### config.mk
export PLATFORM = sky130hd
export DESIGN_NAME = univ_shift_serializer_flat
export DESIGN_NICKNAME = d
export VERILOG_FILES = /design/src/rtl/univ_shift_serializer_if.sv /design/src/rtl/univ_shift_serializer.sv /design/src/flat_wrapper.sv
export SDC_FILE = /design/constraint.sdc
export NUM_CORES = 1
export LEC_CHECK = 0
export BUFFER_PORTS_ARGS = -buffer_cell sky130_fd_sc_hd__buf_2
export CORE_UTILIZATION = 40
export CTS_CLUSTER_SIZE = 16
export DETAILED_ROUTE_END_ITERATION = 7
export HOLD_SLACK_MARGIN = 0.05
export PLACE_DENSITY = 0.6
export SETUP_SLACK_MARGIN = 0.1
export SYNTH_ARGS = -nofsm -noshare
export SYNTH_HDL_FRONTEND = slang
export SYNTH_SLANG_ARGS = --single-unit
export TNS_END_PERCENT = 30
### constraint.sdc
create_clock -name clk -period 1.6 [get_ports clk]
set_input_delay 0.48 -clock clk [delete_from_list [all_inputs] [get_ports clk]]
set_output_delay 0.48 -clock clk [all_outputs]
set_load 0.03 [all_outputs]
### src/rtl/univ_shift_serializer_if.sv
// Word-in / serial-out bundle between a word source, the serializer and a universal shift register.
// Latency: none (signal bundle only). Backpressure: in_ready low while a frame is in flight.
interface univ_shift_serializer_if #(
   parameter int N = 8
);
   logic         in_valid;
   logic         in_ready;
   logic [N-1:0] in_data;
   logic         dir;
   logic         sdo;
   logic         sdo_shift;
   logic [1:0]   ctrl_out;
   logic         sdo_par;
   logic         busy;
   logic         done;

   modport master (
      output in_valid, in_data, dir,
      input  in_ready, sdo, sdo_shift, ctrl_out, sdo_par, busy, done
   );

   modport slave (
      input  in_valid, in_data, dir,
      output in_ready, sdo, sdo_shift, ctrl_out, sdo_par, busy, done
   );
endinterface

### src/rtl/univ_shift_serializer.sv
// Parallel-to-serial transmitter feeding a universal shift register; SERIALIZER_PARITY_EN appends an even-parity bit.
// Latency: first bit on sdo the cycle after accept, NB*DIV cycles per frame, one word per NB*DIV+1 cycles.
// Backpressure: in_ready is low for the whole frame; inputs are ignored until the frame ends.
module univ_shift_serializer #(
   parameter int N   = 8,
   parameter int DIV = 4
) (
   input logic                   clk,
   input logic                   rst,
   univ_shift_serializer_if.slave bus
);
`ifdef SERIALIZER_PARITY_EN
   localparam int NB = N + 1;
`else
   localparam int NB = N;
`endif
   localparam int BW = $clog2(N + 2);
   localparam int DW = (DIV > 1) ? $clog2(DIV + 1) : 1;
   localparam logic [BW-1:0] NB_CNT   = BW'(NB);
   localparam logic [DW-1:0] DIV_LAST = DW'(DIV - 1);

   typedef enum logic {IDLE, SHIFT} state_t;

   state_t        state_q, state_d;
   logic [N-1:0]  shreg_q;
   logic          dir_q;
   logic [BW-1:0] bcnt_q;
   logic [DW-1:0] div_q;
   logic          accept;
   logic          strobe;
   logic          last_bit;
   logic          par_phase;
   logic          data_bit;

`ifdef SERIALIZER_PARITY_EN
   logic          par_q;
`endif

   assign strobe   = (state_q == SHIFT) && (div_q == DIV_LAST);
   assign last_bit = (bcnt_q == BW'(1));
   assign data_bit = dir_q ? shreg_q[0] : shreg_q[N-1];

`ifdef SERIALIZER_PARITY_EN
   assign par_phase = last_bit;
`else
   assign par_phase = 1'b0;
`endif

   always_ff @(posedge clk) begin
      if (rst) state_q <= IDLE;
      else     state_q <= state_d;
   end

   always_comb begin
      state_d       = state_q;
      accept        = 1'b0;
      bus.in_ready  = 1'b0;
      bus.busy      = 1'b0;
      bus.sdo       = 1'b0;
      bus.sdo_shift = 1'b0;
      bus.ctrl_out  = 2'b00;
      bus.sdo_par   = 1'b0;
      bus.done      = 1'b0;
      case (state_q)
         IDLE: begin
            bus.in_ready = 1'b1;
            if (bus.in_valid) begin
               accept  = 1'b1;
               state_d = SHIFT;
            end
         end
         SHIFT: begin
            bus.busy      = 1'b1;
            bus.sdo_shift = strobe;
`ifdef SERIALIZER_PARITY_EN
            bus.sdo       = par_phase ? par_q : data_bit;
            bus.sdo_par   = par_phase;
`else
            bus.sdo       = data_bit;
`endif
            // Parity strobes still pulse sdo_shift but must not shift the consumer.
            if (strobe && !par_phase) bus.ctrl_out = dir_q ? 2'b10 : 2'b01;
            if (strobe && last_bit) begin
               bus.done = 1'b1;
               state_d  = IDLE;
            end
         end
         default: state_d = IDLE;
      endcase
   end

   always_ff @(posedge clk) begin
      if (rst) begin
         shreg_q <= '0;
         dir_q   <= 1'b0;
         bcnt_q  <= '0;
         div_q   <= '0;
`ifdef SERIALIZER_PARITY_EN
         par_q   <= 1'b0;
`endif
      end else if (accept) begin
         shreg_q <= bus.in_data;
         dir_q   <= bus.dir;
         bcnt_q  <= NB_CNT;
         div_q   <= '0;
`ifdef SERIALIZER_PARITY_EN
         par_q   <= ^bus.in_data;
`endif
      end else if (state_q == SHIFT) begin
         if (strobe) begin
            shreg_q <= dir_q ? {1'b0, shreg_q[N-1:1]} : {shreg_q[N-2:0], 1'b0};
            bcnt_q  <= bcnt_q - BW'(1);
            div_q   <= '0;
         end else begin
            div_q   <= div_q + DW'(1);
         end
      end
   end
endmodule

### src/flat_wrapper.sv
// flat-port wrapper written by rule: the top's interface ports become plain ports
module univ_shift_serializer_flat 
#(
   parameter int N   = 8,
   parameter int DIV = 4
)
  (clk, rst, bus_in_valid, bus_in_data, bus_dir, bus_in_ready, bus_sdo, bus_sdo_shift, bus_ctrl_out, bus_sdo_par, bus_busy, bus_done);
  univ_shift_serializer_if #(.N(N)) bus_i ();
  input logic clk;
  input logic rst;
  input wire logic [$bits(bus_i.in_valid)-1:0] bus_in_valid;
  input wire logic [$bits(bus_i.in_data)-1:0] bus_in_data;
  input wire logic [$bits(bus_i.dir)-1:0] bus_dir;
  output wire logic [$bits(bus_i.in_ready)-1:0] bus_in_ready;
  output wire logic [$bits(bus_i.sdo)-1:0] bus_sdo;
  output wire logic [$bits(bus_i.sdo_shift)-1:0] bus_sdo_shift;
  output wire logic [$bits(bus_i.ctrl_out)-1:0] bus_ctrl_out;
  output wire logic [$bits(bus_i.sdo_par)-1:0] bus_sdo_par;
  output wire logic [$bits(bus_i.busy)-1:0] bus_busy;
  output wire logic [$bits(bus_i.done)-1:0] bus_done;
  assign bus_i.in_valid = bus_in_valid;
  assign bus_i.in_data = bus_in_data;
  assign bus_i.dir = bus_dir;
  assign bus_in_ready = bus_i.in_ready;
  assign bus_sdo = bus_i.sdo;
  assign bus_sdo_shift = bus_i.sdo_shift;
  assign bus_ctrl_out = bus_i.ctrl_out;
  assign bus_sdo_par = bus_i.sdo_par;
  assign bus_busy = bus_i.busy;
  assign bus_done = bus_i.done;
  univ_shift_serializer #(.N(N), .DIV(DIV)) u_core (.clk(clk), .rst(rst), .bus(bus_i));
endmodule
==> impl_metrics.tcl, run 1 <==
set metrics [dict create \
    dieArea_um2 2360 \
    finalPower_mw 0.826 \
    hold_viol 0 \
    hp-start "bus_dir" \
    synth_nets 118 \
    htree_levels 1 \
    start_kind "flop" \
    first_pass_iters 4 \
    yosysSeqAreaShare_pct 39.1 \
    outcome "finished with violations" \
    syn_inst 103 \
    synth_fa_ha_area_share_pct 4.32 \
    cts_root_buffer "clkbuf_4" \
    worstPathRequired_ns 1.12 \
    via_count 808 \
    p_leak_nw 0.483 \
    synth_area_leader_cell "dfxtp_1" \
    min_period_ns 1.81 \
    yosys_warnings 0 \
    synth_top_family_by_area "simple AND/OR/NAND/NOR gates" \
    powerDensity_nw_per_um2 717 \
    slowest_delay_ns 0.37 \
    cts_buffers 3 \
    critPathSlowestCell "dfxtp_2" \
    worst-path-max-fanout 2 \
    slew_viol_final 0 \
    clk_pin_slew_ns 0.10 \
    overflow 0 \
    seqPwrFrac_pct 55.9 \
    grt_pass1_wl_um 3490 \
    n_fill_cell 188 \
    synth-simple-area-share_pct 21.0 \
    seqCellArea_um2 348 \
    synth.cell_area_um2 870 \
    synth_area_per_cell_um2 8.44 \
    nets 143 \
    dp_hpwl_um 1350 \
    synth_cell_types 25 \
    drive_above_1_share_pct 39.4 \
    die_h_um 48.6 \
    port_buffers 18 \
    grt_antenna_before_repair 0 \
    drc 0 \
    area_growth_syn_to_layout_pct 32.4 \
    final_common_cell "dfxtp_1" \
    hold_path_end "u_core.dir_q$_SDFFE_PP0P_" \
    ir_worst_vdd_mv 0.485 \
    start_util_pct 43.4 \
    synth-xor-area-share_pct 0 \
    p_clk_share_pct 27.8 \
    layout_common_cells "dfxtp_1 (13), buf_2 (12), a21oi_1 (11), buf_4 (9), nand3_1 (8)" \
    rsz0062_at_grt "yes" \
    grt_pass1_vias 773 \
    grtUsageTotal_pct 18.8 \
    holdBufCountCts 0 \
    combPwrFrac_pct 16.3 \
    r2r_slack_ns 0.10 \
    drt-vias-per-instance 5.25 \
    clock_path_buffers 2 \
    hold-worst-slack_ns 0.410 \
    core_um2 2000 \
    timing.fmax_ghz 0.551 \
    die_w_um 48.6 \
    wl_per_cell_um 13.1 \
    antenna_cells 0 \
    period_share_pct 113 \
    rows 16 \
    timing_worst_setup_path_type "reg -> out" \
    cts_tree "built" \
    cts_sinks 17 \
    ys_ff_latch 17 \
    clkLatencyLatePin_ns 0.29 \
    drtAntennaViolNets 0 \
    violations "setup timing" \
    p_sw_share_pct 26.9 \
    reg2reg_to "u_core.div_q[0]$_SDFFE_PP0P_" \
    grt_max_degree 14 \
    synth_compound_area_share_pct 16.5 \
    cp.arrival_ns 1.33 \
    setup_viol 4 \
    io_pins 20 \
    path_cells "ha_4, nand3b_4, nor4b_4, buf_4" \
    p_sw_mw 0.222 \
    wl_um 2010 \
    max-cap-violations 0 \
    multi_input_area_um2 505 \
    ff2ff_path_depth 7 \
    place.gp.congestion 0.761 \
    drt-initial-drc-count 23 \
    cp-end-kind "output pin" \
    final.setup.worst_slack_ns -0.215 \
    netlist_top_cells_area "dfxtp_1 (39%), mux2_2 (9.1%), a21oi_1 (6.3%), a22oi_1 (5.2%), nand3_1 (4.6%)" \
    holdCritPathClass "in -> reg" \
    intPower_mw 0.604 \
    fin_skew_ns 0.00994 \
    synth_mux_area_share_pct 10.2 \
    worstHoldPathCells 3 \
    worstReg2RegStart "u_core.div_q[1]$_SDFFE_PP0P_" \
    synthDominantCellAreaShare_pct 39.1 \
]
-- power groups by stage --
stage	combinational (mW)	sequential (mW)	clock, mW
floorplan	0.0863	0.467	0
global placement	0.120	0.468	0
detailed placement	0.121	0.469	0
CTS	0.131	0.461	0.239
global route	0.147	0.465	0.253
finish	0.134	0.462	0.230
-- state kept, by name (all words and copies together), names as in the netlist --
signal          count
u_core.shreg_q      8
u_core.bcnt_q       4
u_core.dir_q        1
u_core.div_q        3
u_core.state_q      1
-- area by class of cell --
cell class	instances	share of cell area, %
multi-input combinational	71	43.9
sequential	17	30.2
tap	27	2.93
clock buffer	4	2.28
timing repair buffer	28	17.9
inverter	7	2.72
-- logic make-up after synthesis --
group,count (synthesis)
AO/OA/AOI/OAI,24
adder cells (fa/ha/maj),3
buffers and inverters,15
flip-flops,17
multiplexers,8
other,1
AND/OR/NAND/NOR,35
-- routing by layer --
metal | vias up | track usage, % | part of all wire (%)
met5 | - | 0 | 0
met4 | 0 | 5.88 | 0.35
met3 | 2 | 2.83 | 3.8
met2 | 19 | 29.9 | 47
met1 | 377 | 26.0 | 48
li1 | 410 | - | -
-- through the flow --
stage          std cells  setup TNS, ns  area [µm²]  worst slack, ns  utilization (%)
6_report             154         -0.679        1150           -0.215             57.5
5_1_grt              154         -0.938        1150           -0.270             57.5
4_1_cts              154         -0.685        1140           -0.203             57.0
3_5_place_dp         148        -0.0118        1050          -0.0118             52.3
3_3_place_gp         148              0        1050          0.00374             52.3
2_1_floorplan        103        -0.0403         912          -0.0403                -
-- cells in the mapped netlist (all sizes together) --
| cell | count |
|---|---|
| o21ai | 2 |
| a31oi | 3 |
| conb | 1 |
| a21oi | 11 |
| clkbuf | 1 |
| nand2b | 3 |
| ha | 3 |
| nand3 | 8 |
| nand3b | 1 |
| inv | 7 |
| nor3b | 1 |
| nor4 | 1 |
| a22oi | 6 |
| a211oi | 2 |
| mux2i | 1 |
| buf | 7 |
| dfxtp | 17 |
| nor4b | 1 |
| nor2b | 1 |
| nand2 | 6 |
| nor2 | 7 |
| nor3 | 2 |
| mux2 | 7 |
| or3 | 4 |
-- worst max-delay path, delay by kind of cell (launching register included) --
family / cells / cell delay, ns
fa+ha+maj: 1 / 0.15
buf+inv: 1 / 0.20
flops: 1 / 0.37
simple gates: 2 / 0.33
-- timing repair --
item                                    in CTS  in global routing
buffers inserted                             2                  0
pin swaps                                    3                  2
gates resized for setup                     17                  4
endpoints found under the setup margin       8                  9
endpoints found under the hold margin        0                  0
-- worst max-delay path by stage --
stage,from,endpoint,cells past startpoint,slack (ns)
CTS,u_core.div_q[0]$_SDFFE_PP0P_,bus_done,4,-0.20
detailed placement,u_core.div_q[1]$_SDFFE_PP0P_,bus_done,4,-0.01
global route,u_core.div_q[0]$_SDFFE_PP0P_,bus_done,4,-0.27
global placement,u_core.div_q[0]$_SDFFE_PP0P_,bus_done,4,0.004
floorplan,u_core.state_q$_SDFF_PP0_,bus_done,3,-0.04
finish,u_core.div_q[0]$_SDFFE_PP0P_,bus_done,4,-0.21
Note: power is estimated with default switching activity, not from simulation.
==> run 2: changes to the inputs <==
--- a/config.mk
+++ b/config.mk
@@ -6,11 +6,11 @@
 export NUM_CORES = 1
 export LEC_CHECK = 0
 export BUFFER_PORTS_ARGS = -buffer_cell sky130_fd_sc_hd__buf_2
-export CORE_UTILIZATION = 40
+export CORE_UTILIZATION = 51
 export CTS_CLUSTER_SIZE = 16
 export DETAILED_ROUTE_END_ITERATION = 7
 export HOLD_SLACK_MARGIN = 0.05
-export PLACE_DENSITY = 0.6
+export PLACE_DENSITY = 0.74
 export SETUP_SLACK_MARGIN = 0.1
 export SYNTH_ARGS = -nofsm -noshare
 export SYNTH_HDL_FRONTEND = slang
==> run 2 against run 1 <==
- clock power down 2%
- maximum frequency fell by 0.38%
- sequential power barely moved
- combinational power about the same
- clock skew down 0.0084 ns
- clock-buffer cell count did not move
- routed wire length shrank 8.9%
- the flow still finishes with violations (setup timing)
==> impl_metrics.tcl, run 2 (synthesized netlist as in run 1, its figures left out) <==
set metrics [dict create \
    drt-initial-drc-count 6 \
    clkLatencyLatePin_ns 0.28 \
    drive_above_1_share_pct 38.4 \
    n_fill_cell 121 \
    cts_root_buffer "clkbuf_4" \
    die_w_um 43.3 \
    overflow 0 \
    via_count 797 \
    hold_viol 0 \
    largest-register "u_core.shreg_q" \
    start_kind "flop" \
    final_cells 141 \
    drc 0 \
    period_share_pct 114 \
    area_growth_syn_to_layout_pct 28.5 \
    cp.arrival_ns 1.34 \
    port_buffers 18 \
    ir_worst_vdd_mv 0.465 \
    holdCritPathClass "in -> reg" \
    wl_per_cell_um 13.0 \
    largest_reg_flops 8 \
    timing.fmax_ghz 0.549 \
    cts_buffers 3 \
    hold-worst-slack_ns 0.417 \
    dieArea_um2 1870 \
    clk_pin_slew_ns 0.10 \
    setup_viol 4 \
    first_pass_iters 4 \
    rows 14 \
    cp-end-kind "output pin" \
    max-cap-violations 0 \
    slew_viol_final 0 \
    grt_max_degree 14 \
    core_um2 1540 \
    nets 141 \
    finalSetupTns_ns -0.756 \
    worst-path-max-fanout 3 \
    powerDensity_nw_per_um2 733 \
    place_inst 137 \
    r2r_slack_ns 0.05 \
    grt_pass1_vias 722 \
    drtAntennaViolNets 0 \
    grt_pass1_wl_um 3050 \
    place.gp.congestion 0.723 \
    worstPathRequired_ns 1.12 \
    grt_antenna_before_repair 0 \
    finalPower_mw 0.819 \
    drt-vias-per-instance 5.65 \
    min_period_ns 1.82 \
    top_regs "u_core.shreg_q x8, u_core.bcnt_q x4, u_core.div_q x3" \
    fin_skew_ns 0.00158 \
    start_util_pct 56.4 \
    antenna_cells 0 \
    place_ws_ns -0.00954 \
    grtUsageTotal_pct 21.7 \
    holdBufCountCts 0 \
    final.setup.worst_slack_ns -0.222 \
    wl_um 1830 \
    clock_path_buffers 2 \
    final_common_cell "dfxtp_1" \
    htree_levels 1 \
    cts_sinks 17 \
    timing_worst_setup_path_type "reg -> out" \
    outcome "finished with violations" \
    p_leak_nw 0.473 \
    io_pins 20 \
    cts_tree "built" \
    rsz0062_at_grt "yes" \
    violations "setup timing" \
    dp_hpwl_um 1260 \
    layout_common_cells "dfxtp_1 (13), a21oi_1 (11), buf_2 (11), nand3_1 (8), buf_4 (8)" \
    die_h_um 43.3 \
]
-- run 2: timing repair --
item / in CTS / in global routing
gates resized for setup: 16 / 3
setup buffers: 0 / 0
pin swaps: 3 / 2
endpoints found under the hold margin: 0 / 0
setup endpoints to repair: 9 / 13
cloned: 0 / 0
-- run 2: per-stage QoR --
step | cell area, µm² | utilization, %
global placement | 1030 | 67.0
global route | 1120 | 72.5
detailed placement | 1030 | 67.0
CTS | 1110 | 71.8
finish | 1120 | 72.5
floorplan | 912 | -
-- run 2: worst max-delay path, stage by stage (launching register included) --
cell      delay [ns]
dfxtp_2         0.37
ha_4            0.15
nand3b_4        0.08
nor4b_4         0.25
buf_4           0.21
-- run 2: power breakdown --
part	internal [mW]	switching (mW)
logic	0.0630	0.0684
clock network	0.0967	0.129
registers	0.443	0.0188
-- run 2: layout make-up --
cell class,count,area (µm²),area share [%]
Inverter,7,28.8,2.58
Tap cell,16,20.0,1.79
Clock buffer,4,26.3,2.35
Multi-Input combinational cell,71,504,45.1
Sequential cell,17,348,31.1
Timing Repair Buffer,26,190,17.0
-- run 2: worst paths after layout --
kind,from,to,depth (start not counted)
setup / recovery,u_core.div_q[0]$_SDFFE_PP0P_,bus_done,4
hold / removal,bus_dir,u_core.dir_q$_SDFFE_PP0P_,3
setup reg to reg,u_core.div_q[0]$_SDFFE_PP0P_,u_core.div_q[0]$_SDFFE_PP0P_,7
hold reg to reg,u_core.div_q[2]$_SDFFE_PP0P_,u_core.div_q[2]$_SDFFE_PP0P_,2
-- run 2: layer usage --
layer | part of all wire [%] | GRT usage [%] | up-vias
met4 | 0.55 | 9.09 | 0
met1 | 48 | 28.2 | 373
met5 | 0 | 0 | -
li1 | - | - | 406
met3 | 2.7 | 2.55 | 2
met2 | 49 | 35.8 | 16
